<file path="config.mk">
export PLATFORM = sky130hd
export DESIGN_NAME = plot_arbiter
export DESIGN_NICKNAME = d
export VERILOG_FILES = /design/src/rtl/plot_arbiter.sv
export SDC_FILE = /design/constraint.sdc
export NUM_CORES = 1
export LEC_CHECK = 0
export ABC_AREA = 0
export BUFFER_PORTS_ARGS = -buffer_cell sky130_fd_sc_hd__buf_2
export CORE_MARGIN = 1.5
export CORE_UTILIZATION = 50
export CTS_CLUSTER_DIAMETER = 60
export DETAILED_ROUTE_END_ITERATION = 8
export GPL_ROUTABILITY_DRIVEN = 0
export HOLD_SLACK_MARGIN = 0.06
export PLACE_DENSITY = 0.85
export REMOVE_ABC_BUFFERS = 1
export SETUP_SLACK_MARGIN = 0.4
export SYNTH_ARGS = -nofsm -noshare
export SYNTH_HDL_FRONTEND = slang
export SYNTH_SLANG_ARGS = --single-unit
</file>
<file path="constraint.sdc">
create_clock -name clock -period 2.6 [get_ports clock]
set_input_delay 0.13 -clock clock [delete_from_list [all_inputs] [get_ports clock]]
set_output_delay 0.13 -clock clock [all_outputs]
set_load 0.005 [all_outputs]
</file>
<file path="src/rtl/plot_arbiter.sv">
// plot_arbiter: shares the single VGA adapter pixel-write port among
// NUM_REQ drawing requesters (screen fill, player sprite, enemy sprites).
// A round-robin arbiter grants one requester at a time. The grant is held
// until that requester pulses done, drops req, or exceeds MAX_HOLD cycles.
// The granted requester's pixel is forwarded through one register stage.
//
// Ports:
//   clock      - system clock, rising edge
//   reset      - synchronous active-low reset
//   req        - per-requester request (level-held)
//   done       - per-requester completion pulse (only granted bit honoured)
//   plot_in    - per-requester pixel write enable
//   x_in/y_in/colour_in - packed per-requester pixel data, requester 0 in LSBs
//   grant      - registered one-hot grant, zero when nobody is granted
//   vga_plot/vga_x/vga_y/vga_colour - registered pixel write to the VGA adapter
//   overrun    - one-cycle pulse when a grant is force-released by timeout
//   busy       - high while a grant is active
module plot_arbiter #(
  parameter int NUM_REQ  = 4,
  parameter int X_W      = 8,
  parameter int Y_W      = 7,
  parameter int COLOUR_W = 3,
  parameter int MAX_HOLD = 19200
) (
  input  logic                          clock,
  input  logic                          reset,
  input  logic [NUM_REQ-1:0]            req,
  input  logic [NUM_REQ-1:0]            done,
  input  logic [NUM_REQ-1:0]            plot_in,
  input  logic [NUM_REQ*X_W-1:0]        x_in,
  input  logic [NUM_REQ*Y_W-1:0]        y_in,
  input  logic [NUM_REQ*COLOUR_W-1:0]   colour_in,
  output logic [NUM_REQ-1:0]            grant,
  output logic                          vga_plot,
  output logic [X_W-1:0]                vga_x,
  output logic [Y_W-1:0]                vga_y,
  output logic [COLOUR_W-1:0]           vga_colour,
  output logic                          overrun,
  output logic                          busy
);

  localparam int IDX_W = (NUM_REQ > 1) ? $clog2(NUM_REQ) : 1;
  localparam int CNT_W = $clog2(MAX_HOLD + 1);

  typedef enum logic [1:0] {
    IDLE = 2'd0,
    BUSY = 2'd1,
    GAP  = 2'd2
  } state_t;

  state_t                state_q, state_d;
  logic [NUM_REQ-1:0]    grant_q, grant_d;
  logic [IDX_W-1:0]      gidx_q, gidx_d;
  logic [IDX_W-1:0]      last_q, last_d;
  logic [CNT_W-1:0]      cnt_q, cnt_d;
  logic                  vga_plot_q, vga_plot_d;
  logic [X_W-1:0]        vga_x_q, vga_x_d;
  logic [Y_W-1:0]        vga_y_q, vga_y_d;
  logic [COLOUR_W-1:0]   vga_colour_q, vga_colour_d;
  logic                  overrun_q, overrun_d;

  logic                  sel_found_s;
  logic [IDX_W-1:0]      sel_idx_s;
  logic [IDX_W-1:0]      cand_s;
  logic                  g_plot_s;
  logic [X_W-1:0]        g_x_s;
  logic [Y_W-1:0]        g_y_s;
  logic [COLOUR_W-1:0]   g_colour_s;
  logic                  g_done_s;
  logic                  g_req_s;
  logic                  timeout_s;

  // Round-robin pick: first requesting index after the last-served one.
  always_comb begin
    sel_found_s = 1'b0;
    sel_idx_s   = {IDX_W{1'b0}};
    cand_s      = {IDX_W{1'b0}};
    for (int i = 1; i <= NUM_REQ; i++) begin
      cand_s = IDX_W'((int'(last_q) + i) % NUM_REQ);
      if (!sel_found_s && req[cand_s]) begin
        sel_found_s = 1'b1;
        sel_idx_s   = cand_s;
      end else begin
        sel_found_s = sel_found_s;
      end
    end
  end

  // Mux out the granted requester's pixel data and control bits.
  always_comb begin
    g_plot_s   = 1'b0;
    g_x_s      = {X_W{1'b0}};
    g_y_s      = {Y_W{1'b0}};
    g_colour_s = {COLOUR_W{1'b0}};
    g_done_s   = 1'b0;
    g_req_s    = 1'b0;
    for (int i = 0; i < NUM_REQ; i++) begin
      if (gidx_q == IDX_W'(i)) begin
        g_plot_s   = plot_in[i];
        g_x_s      = x_in[i*X_W +: X_W];
        g_y_s      = y_in[i*Y_W +: Y_W];
        g_colour_s = colour_in[i*COLOUR_W +: COLOUR_W];
        g_done_s   = done[i];
        g_req_s    = req[i];
      end else begin
        g_plot_s = g_plot_s;
      end
    end
    timeout_s = (cnt_q == CNT_W'(MAX_HOLD - 1));
  end

  // Next-state and next-output logic for the IDLE/BUSY/GAP sequence.
  always_comb begin
    state_d      = state_q;
    grant_d      = {NUM_REQ{1'b0}};
    gidx_d       = gidx_q;
    last_d       = last_q;
    cnt_d        = cnt_q;
    vga_plot_d   = 1'b0;
    vga_x_d      = vga_x_q;
    vga_y_d      = vga_y_q;
    vga_colour_d = vga_colour_q;
    overrun_d    = 1'b0;
    case (state_q)
      IDLE: begin
        if (sel_found_s) begin
          state_d = BUSY;
          grant_d = {{(NUM_REQ-1){1'b0}}, 1'b1} << sel_idx_s;
          gidx_d  = sel_idx_s;
          last_d  = sel_idx_s;
          cnt_d   = {CNT_W{1'b0}};
        end else begin
          state_d = IDLE;
        end
      end
      BUSY: begin
        // Counter saturates at MAX_HOLD so it can never wrap.
        if (cnt_q != CNT_W'(MAX_HOLD)) begin
          cnt_d = cnt_q + CNT_W'(1);
        end else begin
          cnt_d = cnt_q;
        end
        if (g_done_s || !g_req_s || timeout_s) begin
          state_d = GAP;
          // Overrun only when the timeout alone ended the grant.
          overrun_d = !g_done_s && g_req_s;
        end else begin
          grant_d      = grant_q;
          vga_plot_d   = g_plot_s;
          vga_x_d      = g_x_s;
          vga_y_d      = g_y_s;
          vga_colour_d = g_colour_s;
        end
      end
      GAP: begin
        state_d = IDLE;
      end
      default: begin
        state_d = IDLE;
      end
    endcase
  end

  // State and output registers with synchronous active-low reset.
  always_ff @(posedge clock) begin
    if (!reset) begin
      state_q      <= IDLE;
      grant_q      <= {NUM_REQ{1'b0}};
      gidx_q       <= {IDX_W{1'b0}};
      last_q       <= IDX_W'(NUM_REQ - 1);
      cnt_q        <= {CNT_W{1'b0}};
      vga_plot_q   <= 1'b0;
      vga_x_q      <= {X_W{1'b0}};
      vga_y_q      <= {Y_W{1'b0}};
      vga_colour_q <= {COLOUR_W{1'b0}};
      overrun_q    <= 1'b0;
    end else begin
      state_q      <= state_d;
      grant_q      <= grant_d;
      gidx_q       <= gidx_d;
      last_q       <= last_d;
      cnt_q        <= cnt_d;
      vga_plot_q   <= vga_plot_d;
      vga_x_q      <= vga_x_d;
      vga_y_q      <= vga_y_d;
      vga_colour_q <= vga_colour_d;
      overrun_q    <= overrun_d;
    end
  end

  assign grant      = grant_q;
  assign vga_plot   = vga_plot_q;
  assign vga_x      = vga_x_q;
  assign vga_y      = vga_y_q;
  assign vga_colour = vga_colour_q;
  assign overrun    = overrun_q;
  assign busy       = (state_q == BUSY);

endmodule

</file>
---- Yosys cells after proc, flatten, opt, wreduce, memory -nomap -nowiden ----
Index checks and enable logic that the tools add are counted.
storage, ports and cells
  flip-flop bits (word level) ............. 45
  bits of input ports ..................... 86
  output and inout bits ................... 25
  logic and storage cells ................. 100
cells by class
  $add $sub $neg .......................... 5
  order comparisons ....................... 4
  equal/unequal tests ..................... 9
  shift operators ......................... 1
  mux-type cells .......................... 49
  bitwise operators ....................... 3
  reductions and logical operators ........ 19
operator list
  kind                     count
  $mux W8                  4
  $mux W15                 2
  $pmux W15 S2             1
  $mux W7                  4
  $mux W1                  21
  $add A15 B1 Y15 const B  1
  $eq A15 B15 Y1 const B   1
  $ne A15 B15 Y1 const B   1
  $lt A2 B3 Y1 const B     4
  $mux W3                  4
  $mux W2                  5
  $bmux W1 S2              4
  $mux W4                  2
  $pmux W4 S2              1
  $reduce_and A3 Y1        2
  $logic_not A1 Y1         5
  $add A2 B1 Y2 const B    2
  $add A2 B2 Y2 const B    2
  $eq A2 B1 Y1 const B     2
  $eq A2 B2 Y1 const B     2
  $logic_and A1 B1 Y1      4
  $logic_not A2 Y1         2
  $ne A2 B1 Y1 const B     2
  $pmux W2 S2              1
  7 further kinds          11

---- Depth between registers and ports, before layout ----
Gate-level depths: netlist of run 1.
  word-level depth ........................ 16
  mapped depth ............................ 8
  mapped depth without buffers ............ 7

---- Worst setup path after synthesis of run 1 ----
No wires, ideal clock.
  kind .................................... register -> register
  from .................................... register cnt_q[3]
  to ...................................... register cnt_q[3]
  library setup time ...................... 0.128 ns
  arrival ................................. 1.630 ns
  required time ........................... 2.472 ns
  slack ................................... 0.843 ns
  cell stages (with the launch flop) ...... 7
  path buffers ............................ 1
  period minus slack after synthesis ...... 1.757 ns
  cells stage by stage .................... dfxtp_1 > or4_1 > or4_1 > clkbuf_1 > nand3_1 > xor2_1 > nor2_1
on the way
  cells in the longest elaborated chain, start to end .. 3
  elaborated cells between the ends (all ways) .. 6
  classes of those cells .................. add/sub (1); eq/ne (2); mux (2); reduce/logical (1)
RTL lines
  item                                               line      text
  start, declared                                    55        logic [CNT_W-1:0] cnt_q, cnt_d;
  start signal, assigned                             171       cnt_q <= {CNT_W{1'b0}};
  start signal, assigned                             182       cnt_q <= cnt_d;
  $add A15 B1 Y15 or $ne A15 B15 Y1 (tied branches)  139, 138
  $mux W15 or $ne A2 B1 Y1 (tied branches)           --
  $pmux W15 S2 or $reduce_and A3 Y1 (tied branches)  --
Parallel ways exist; a longest one is shown, timed or not. The select of a mux whose other input is x is not followed.
A chain may end at the register's enable or synchronous reset.

---- Final worst setup path of run 1 ----
  from .................................... register cnt_q[0]
  to ...................................... register cnt_q[6]
Same word-level chain as after synthesis.

==> results of run 1 <==
final cells by class:
| cell class | count | area (sq um) |
|---|---|---|
| Timing Repair Buffer | 115 | 588 |
| Clock inverter | 2 | 35.0 |
| Tap cell | 52 | 65.1 |
| Sequential cell | 45 | 901 |
| Inverter | 3 | 11.3 |
| Multi-Input combinational cell | 190 | 1420 |
| Fill cell | 346 | 1390 |
| Clock buffer | 5 | 68.8 |
flip-flops by register name, indices dropped and copies added, names as in the netlist, 2 cells and up:
register	count
vga_colour	3
last_q	2
gidx_q	2
state_q	2
vga_x	8
cnt_q	15
grant	4
vga_y	7
worst paths after layout:
check / startpoint / end / slack [ns] / cells past startpoint
setup reg to reg: cnt_q[0] / cnt_q[6] / 0.63 / 6
setup / recovery: cnt_q[0] / cnt_q[6] / 0.63 / 6
hold reg to reg: vga_y[2] / vga_y[2] / 0.46 / 2
hold / removal: x_in[6] / vga_x[6] / 0.28 / 4
per-stage QoR:
| step | TNS (ns) | instances |
|---|---|---|
| 2_1_floorplan | -5.43 | 238 |
| 3_3_place_gp | 0 | 404 |
| 3_5_place_dp | 0 | 404 |
| 4_1_cts | 0 | 412 |
| 5_1_grt | 0 | 412 |
| 6_report | 0 | 412 |
cells by family (layout without fill, tap and decap cells):
kind of cell / after synthesis / after routing / share of synthesized area
AND/OR/NAND/NOR: 117 / 117 / 0.249
flip-flops: 45 / 45 / 0.376
AO/OA/AOI/OAI: 39 / 39 / 0.0967
multiplexers: 21 / 21 / 0.192
buffers and inverters: 19 / 125 / 0.0355
XOR/XNOR: 11 / 11 / 0.0402
adder cells (fa/ha/maj): 2 / 2 / 0.0104
per-layer routing:
metal / GRT usage / routed length (um) / up-vias
li1: - / - / 1136
met1: 0.270 / 2190 / 1055
met2: 0.435 / 3150 / 84
met3: 0.0792 / 456 / 12
met4: 0.0671 / 89 / 0
met5: 0 / 0 / -
where the power goes:
part / total (mW) / internal (mW) / switching (mW)
clock network: 0.499 / 0.279 / 0.220
registers: 0.756 / 0.726 / 0.0293
logic: 0.390 / 0.207 / 0.182
total: 1.64 / 1.21 / 0.432
timing repair:
action | in CTS | in global routing
resized for setup | 0 | 1
hold buffers | 0 | 0
gates cloned | 0 | 0
buffers inserted | 1 | 0
pin swaps | 1 | 0
setup endpoints to repair | 10 | 3
cell usage after synthesis, types with 2 or more instances:
| cell type | count | share of area |
|---|---|---|
| nand2b_1 | 8 | 0.021 |
| mux4_2 | 20 | 0.19 |
| nand4b_1 | 2 | 0.0073 |
| xnor2_1 | 2 | 0.0073 |
| nor4_1 | 2 | 0.0052 |
| o21ai_0 | 20 | 0.042 |
| and4_1 | 2 | 0.0073 |
| clkbuf_1 | 12 | 0.019 |
| nand4_1 | 5 | 0.013 |
| dfxtp_1 | 45 | 0.38 |
| a311oi_1 | 2 | 0.0073 |
| nand3_1 | 24 | 0.050 |
| xor2_1 | 9 | 0.033 |
| a21oi_1 | 5 | 0.010 |
| nand2_1 | 33 | 0.052 |
| nor2b_1 | 3 | 0.0078 |
| or4_1 | 2 | 0.0063 |
| nor2_1 | 22 | 0.034 |
| ha_1 | 2 | 0.010 |
| and3_1 | 4 | 0.010 |
| nor3_1 | 3 | 0.0063 |
| inv_1 | 3 | 0.0047 |
placed cells by master (no fill, tap or decap), types with 2 or more instances in the layout:
master and n:
clkbuf_8 5, mux4_2 20, nor2b_1 3, nor3_1 3
o21ai_0 20, a311oi_1 2, nand4b_1 2, buf_2 110
nand3_1 24, nand4_1 5, and4_1 2, inv_1 3
nand2_1 33, and3_1 4, or4_1 2, xor2_1 9
a21oi_1 5, dfxtp_1 45, buf_4 5, nand2b_1 8
xnor2_1 2, nor2_1 22, ha_1 2
tightest hold or removal path, delay by kind of cell:
family / cells / cell delay [ns]
AND/OR/NAND/NOR: 1 / 0.07
AO/OA/AOI/OAI: 1 / 0.06
buffers and inverters: 1 / 0.07
multiplexers: 1 / 0.21
==> flow_metrics.tcl, run 1 <==
set metrics [dict create \
    grt_pass1_vias 2304 \
    fin_area_sq_mm 0.00308 \
    tritoncts "built" \
    drt-wirelength-per-cell_um 14.3 \
    status "complete, no violations" \
    grt_pass1_wl_mm 9.74 \
    coreArea_sq_mm 0.00447 \
    via_count 2287 \
    cts_buffer_depth 2 \
    tightest_slew_ns 0.766 \
    hold-worst-slack_ns 0.284 \
    critical_path_arrival_ns 2.13 \
    critPathBufInv 0 \
    grt.overflow.total 0 \
    diodes 0 \
    dieArea_sq_mm 0.00521 \
    clock-root-buffer "clkbuf_8" \
    die_y_um 72.2 \
    pin_count 111 \
    place_ws_ns 0.385 \
    ys_seq_elements 45 \
    drt-total-wl_mm 5.89 \
    startpoint_type "flip-flop" \
    hp-class "input port to flip-flop" \
    drive_gt1_frac 0.400 \
    grt_use_total 0.240 \
    syn_area_sq_mm 0.00239 \
    first_pass_iters 4 \
    hold_viol 0 \
    period_share 0.756 \
    synth_cell_types 46 \
    period_minus_slack_ns 1.97 \
    cts_made_buffers 5 \
    initial_core_util 0.535 \
    maxSlewViolCount 0 \
    worstSetupPathType "flip-flop to flip-flop" \
    ir_worst_vdd_v 0.000461 \
    die_w_um 72.2 \
    slew_headroom 0.486 \
    antenna_found_initial 0 \
    yosys_warnings 0 \
    synthCells 254 \
    clk_pin_slew_ns 0.08 \
    cp_top_family "compound AO/OA/AOI/OAI gates" \
    pwr_density_cell_mw_per_mm2 533 \
    worst-path-max-fanout 6 \
    final_util 0.689 \
    htreeDepth 2 \
    place_area_sq_mm 0.00297 \
    path_cells "ha_1 > nand3_1 > a211oi_1 > and3_1 > xnor2_1 > nor2_1" \
    finalNetCount 448 \
    finalSetupViolations 0 \
    ys.flop_type "dfxtp_1" \
    drc_errors 0 \
    end_kind "flip-flop" \
    max-cap-violations 0 \
    rsz0062_at_grt "no" \
    fmax_mhz 509 \
    cts.sinks 45 \
    synth_area_per_cell_sq_um 9.43 \
    slowest_stage "a211oi_1" \
    seq_area_frac_synth 0.376 \
    core.rowCount 24 \
    dp_hpwl_mm 4.50 \
    via_per_inst 5.55 \
    async_flop_share 0 \
    worstPathRequired_ns 2.77 \
    cpPeakStageDelay_ns 0.66 \
    areaGrowthSynthToFinish_pct 28.8 \
    finalWorstSetupSlack_ns 0.635 \
    leakagePower_nw 1.30 \
    grt_max_degree 52 \
    final_antenna_net_count 0 \
    synth_edf_count 0 \
    clkLatencyLatePin_ns 0.29 \
    power.total_mw 1.64 \
    fin_skew_ns 0.00697 \
    numPortBuffers 110 \
    drt-initial-drc-count 82 \
]
(Power assumes the default switching activity.)
==> run 2: changes to the inputs <==
--- a/config.mk
+++ b/config.mk
@@ -5,7 +5,7 @@
 export SDC_FILE = /design/constraint.sdc
 export NUM_CORES = 1
 export LEC_CHECK = 0
-export ABC_AREA = 0
+export ABC_AREA = 1
 export BUFFER_PORTS_ARGS = -buffer_cell sky130_fd_sc_hd__buf_2
 export CORE_MARGIN = 1.5
 export CORE_UTILIZATION = 50
@@ -13,7 +13,7 @@
 export DETAILED_ROUTE_END_ITERATION = 8
 export GPL_ROUTABILITY_DRIVEN = 0
 export HOLD_SLACK_MARGIN = 0.06
-export PLACE_DENSITY = 0.85
+export PLACE_DENSITY = 0.81
 export REMOVE_ABC_BUFFERS = 1
 export SETUP_SLACK_MARGIN = 0.4
 export SYNTH_ARGS = -nofsm -noshare
==> constraint.sdc (replaced) <==
create_clock -name clock -period 1.9 [get_ports clock]
set_input_delay 0.095 -clock clock [delete_from_list [all_inputs] [get_ports clock]]
set_output_delay 0.095 -clock clock [all_outputs]
set_load 0.005 [all_outputs]
==> flow_metrics.tcl, run 2 <==
set metrics [dict create \
    worst-path-max-fanout 11 \
    yosys.area_share.simple 0.455 \
    synth_compound_area_frac 0.112 \
    place_area_sq_mm 0.00357 \
    die_y_um 79.9 \
    period_minus_slack_ns 1.64 \
    synth_area_per_cell_sq_um 6.08 \
    synth_most_common_cell "nand2_1" \
    regMostFlops "cnt_q" \
    initial_core_util 0.527 \
    hp-class "input port to flip-flop" \
    largest_reg_flops 15 \
    grt.overflow.total 0 \
    leakagePower_nw 1.99 \
    core.rowCount 27 \
    fin_area_sq_mm 0.00414 \
    htreeDepth 2 \
    period_share 0.863 \
    diodes 0 \
    status "complete, no violations" \
    syn_area_sq_mm 0.00296 \
    synth.top_cells.by_count "nand2_1, inv_1, nor2_1" \
    startpoint_type "flip-flop" \
    drt-initial-drc-count 310 \
    tightest_slew_ns 0.494 \
    areaGrowthSynthToFinish_pct 40.2 \
    synth_xor_area_frac 0.00592 \
    power.total_mw 5.55 \
    dp_hpwl_mm 6.56 \
    critPathBufInv 2 \
    cts.sinks 45 \
    pwr_density_cell_mw_per_mm2 1340 \
    drive_gt1_frac 0.356 \
    tritoncts "built" \
    numPortBuffers 110 \
    first_pass_iters 5 \
    finalSetupViolations 0 \
    cts_made_buffers 5 \
    path_cells "nand2_1 > nor2_2 > nand2_1 > inv_2 > nand3_4 > buf_12 > nand4_1 > nand2_1 > nor2_1" \
    ys_top_cells_by_area "dfxtp_1, nand2_1, nand4_1" \
    slew_headroom 0.670 \
    cts_buffer_depth 2 \
    synth.largest_area_cell "dfxtp_1" \
    cp_top_family "simple AND/OR/NAND/NOR gates" \
    die_w_um 79.9 \
    synth_top_area_frac 0.305 \
    rsz0062_at_grt "yes" \
    use_met1 0.340 \
    ys.flop_type "dfxtp_1" \
    ys_seq_elements 45 \
    mostFrequentLayoutCells "nand2_1, buf_2, inv_1" \
    async_flop_share 0 \
    via_per_inst 5.60 \
    layout_commonest_cell "nand2_1" \
    synth_top_family_by_area "simple AND/OR/NAND/NOR gates" \
    grt_max_degree 32 \
    grt_use_total 0.296 \
    critical_path_arrival_ns 1.88 \
    max-cap-violations 0 \
    coreArea_sq_mm 0.00561 \
    antenna_found_initial 0 \
    end_kind "flip-flop" \
    via_count 3814 \
    drt-wirelength-per-cell_um 14.9 \
    fmax_mhz 610 \
    grt-busiest-layer "met2" \
    hold-worst-slack_ns 0.0735 \
    cpPeakStageDelay_ns 0.40 \
    final_antenna_net_count 0 \
    slowest_stage "dfxtp_2" \
    drc_errors 0 \
    clkLatencyLatePin_ns 0.32 \
    synthMuxAreaShare 0 \
    crit_top_cell "nand2_1" \
    synthCells 486 \
    grt_pass1_vias 3247 \
    worstPathRequired_ns 2.14 \
    clock-root-buffer "clkbuf_8" \
    synth_cell_types 31 \
    synth_edf_count 0 \
    yosys_warnings 0 \
    pin_count 111 \
    hold_viol 0 \
    finalNetCount 696 \
    maxSlewViolCount 0 \
    use_met2 0.521 \
    fin_skew_ns 0.0112 \
    grt_pass1_wl_mm 14.7 \
    drt-total-wl_mm 10.1 \
    seq_area_frac_synth 0.305 \
    dieArea_sq_mm 0.00638 \
    final_util 0.739 \
    ir_worst_vdd_v 0.00103 \
    clk_pin_slew_ns 0.09 \
    synth-adder-area-share 0.00846 \
    use_met3 0.0743 \
    worstSetupPathType "flip-flop to flip-flop" \
]
[run 2: final timing paths]
| check | start | endpoint | depth (start not counted) | slack [ns] |
|---|---|---|---|---|
| min reg2reg | grant[1] | grant[1] | 2 | 0.50 |
| min | reset | last_q[1] | 2 | 0.07 |
| max reg2reg | cnt_q[5] | vga_y[1] | 9 | 0.26 |
| max | cnt_q[5] | vga_y[1] | 9 | 0.26 |
[run 2: cell type report]
class,count,area (sq um)
Inverter,51,201
Multi-Input combinational cell,366,1930
Tap cell,72,90.1
Sequential cell,45,923
Clock inverter,3,68.8
Timing Repair Buffer,139,865
Clock buffer,5,68.8
Fill cell,455,1460
[run 2: where the power goes]
part,switching [mW],internal (mW)
clock network,0.357,0.529
logic,2.04,1.28
registers,0.161,1.18
total,2.56,2.99
[run 2: through the flow]
stage               cells  setup TNS, ns  setup WS, ns
finish                681              0         0.261
global route          681              0         0.167
CTS                   676              0         0.340
detailed placement    655              0        0.0644
global placement      655              0         0.102
floorplan             460          -8.12        -0.324
[run 2: cell families after synthesis]
kind of cell / after synthesis
flip-flops: 45
adder cells (fa/ha/maj): 2
buffers and inverters: 77
AO/OA/AOI/OAI: 63
AND/OR/NAND/NOR: 297
XOR/XNOR: 2
[run 2: metal layers]
layer	share of wire	vias up
met3	0.092	26
met4	0.022	0
li1	-	1836
met2	0.50	203
met1	0.39	1749
met5	0	-
[run 2: worst register-to-register path, stage by stage, from the launching register on]
cell and delay [ns]:
dfxtp_2 0.40, nand2_1 0.12, nor2_2 0.18, nand2_1 0.11, inv_2 0.09, nand3_4 0.16
buf_12 0.21, nand4_1 0.12, nand2_1 0.07, nor2_1 0.12
[run 2: what timing repair did]
item	CTS	global route
endpoints found under the setup margin	44	46
buffers inserted	11	4
endpoints found under the hold margin	0	0
gates resized for setup	65	22
pin swaps	16	4
hold buffers	0	0
cloned	2	1
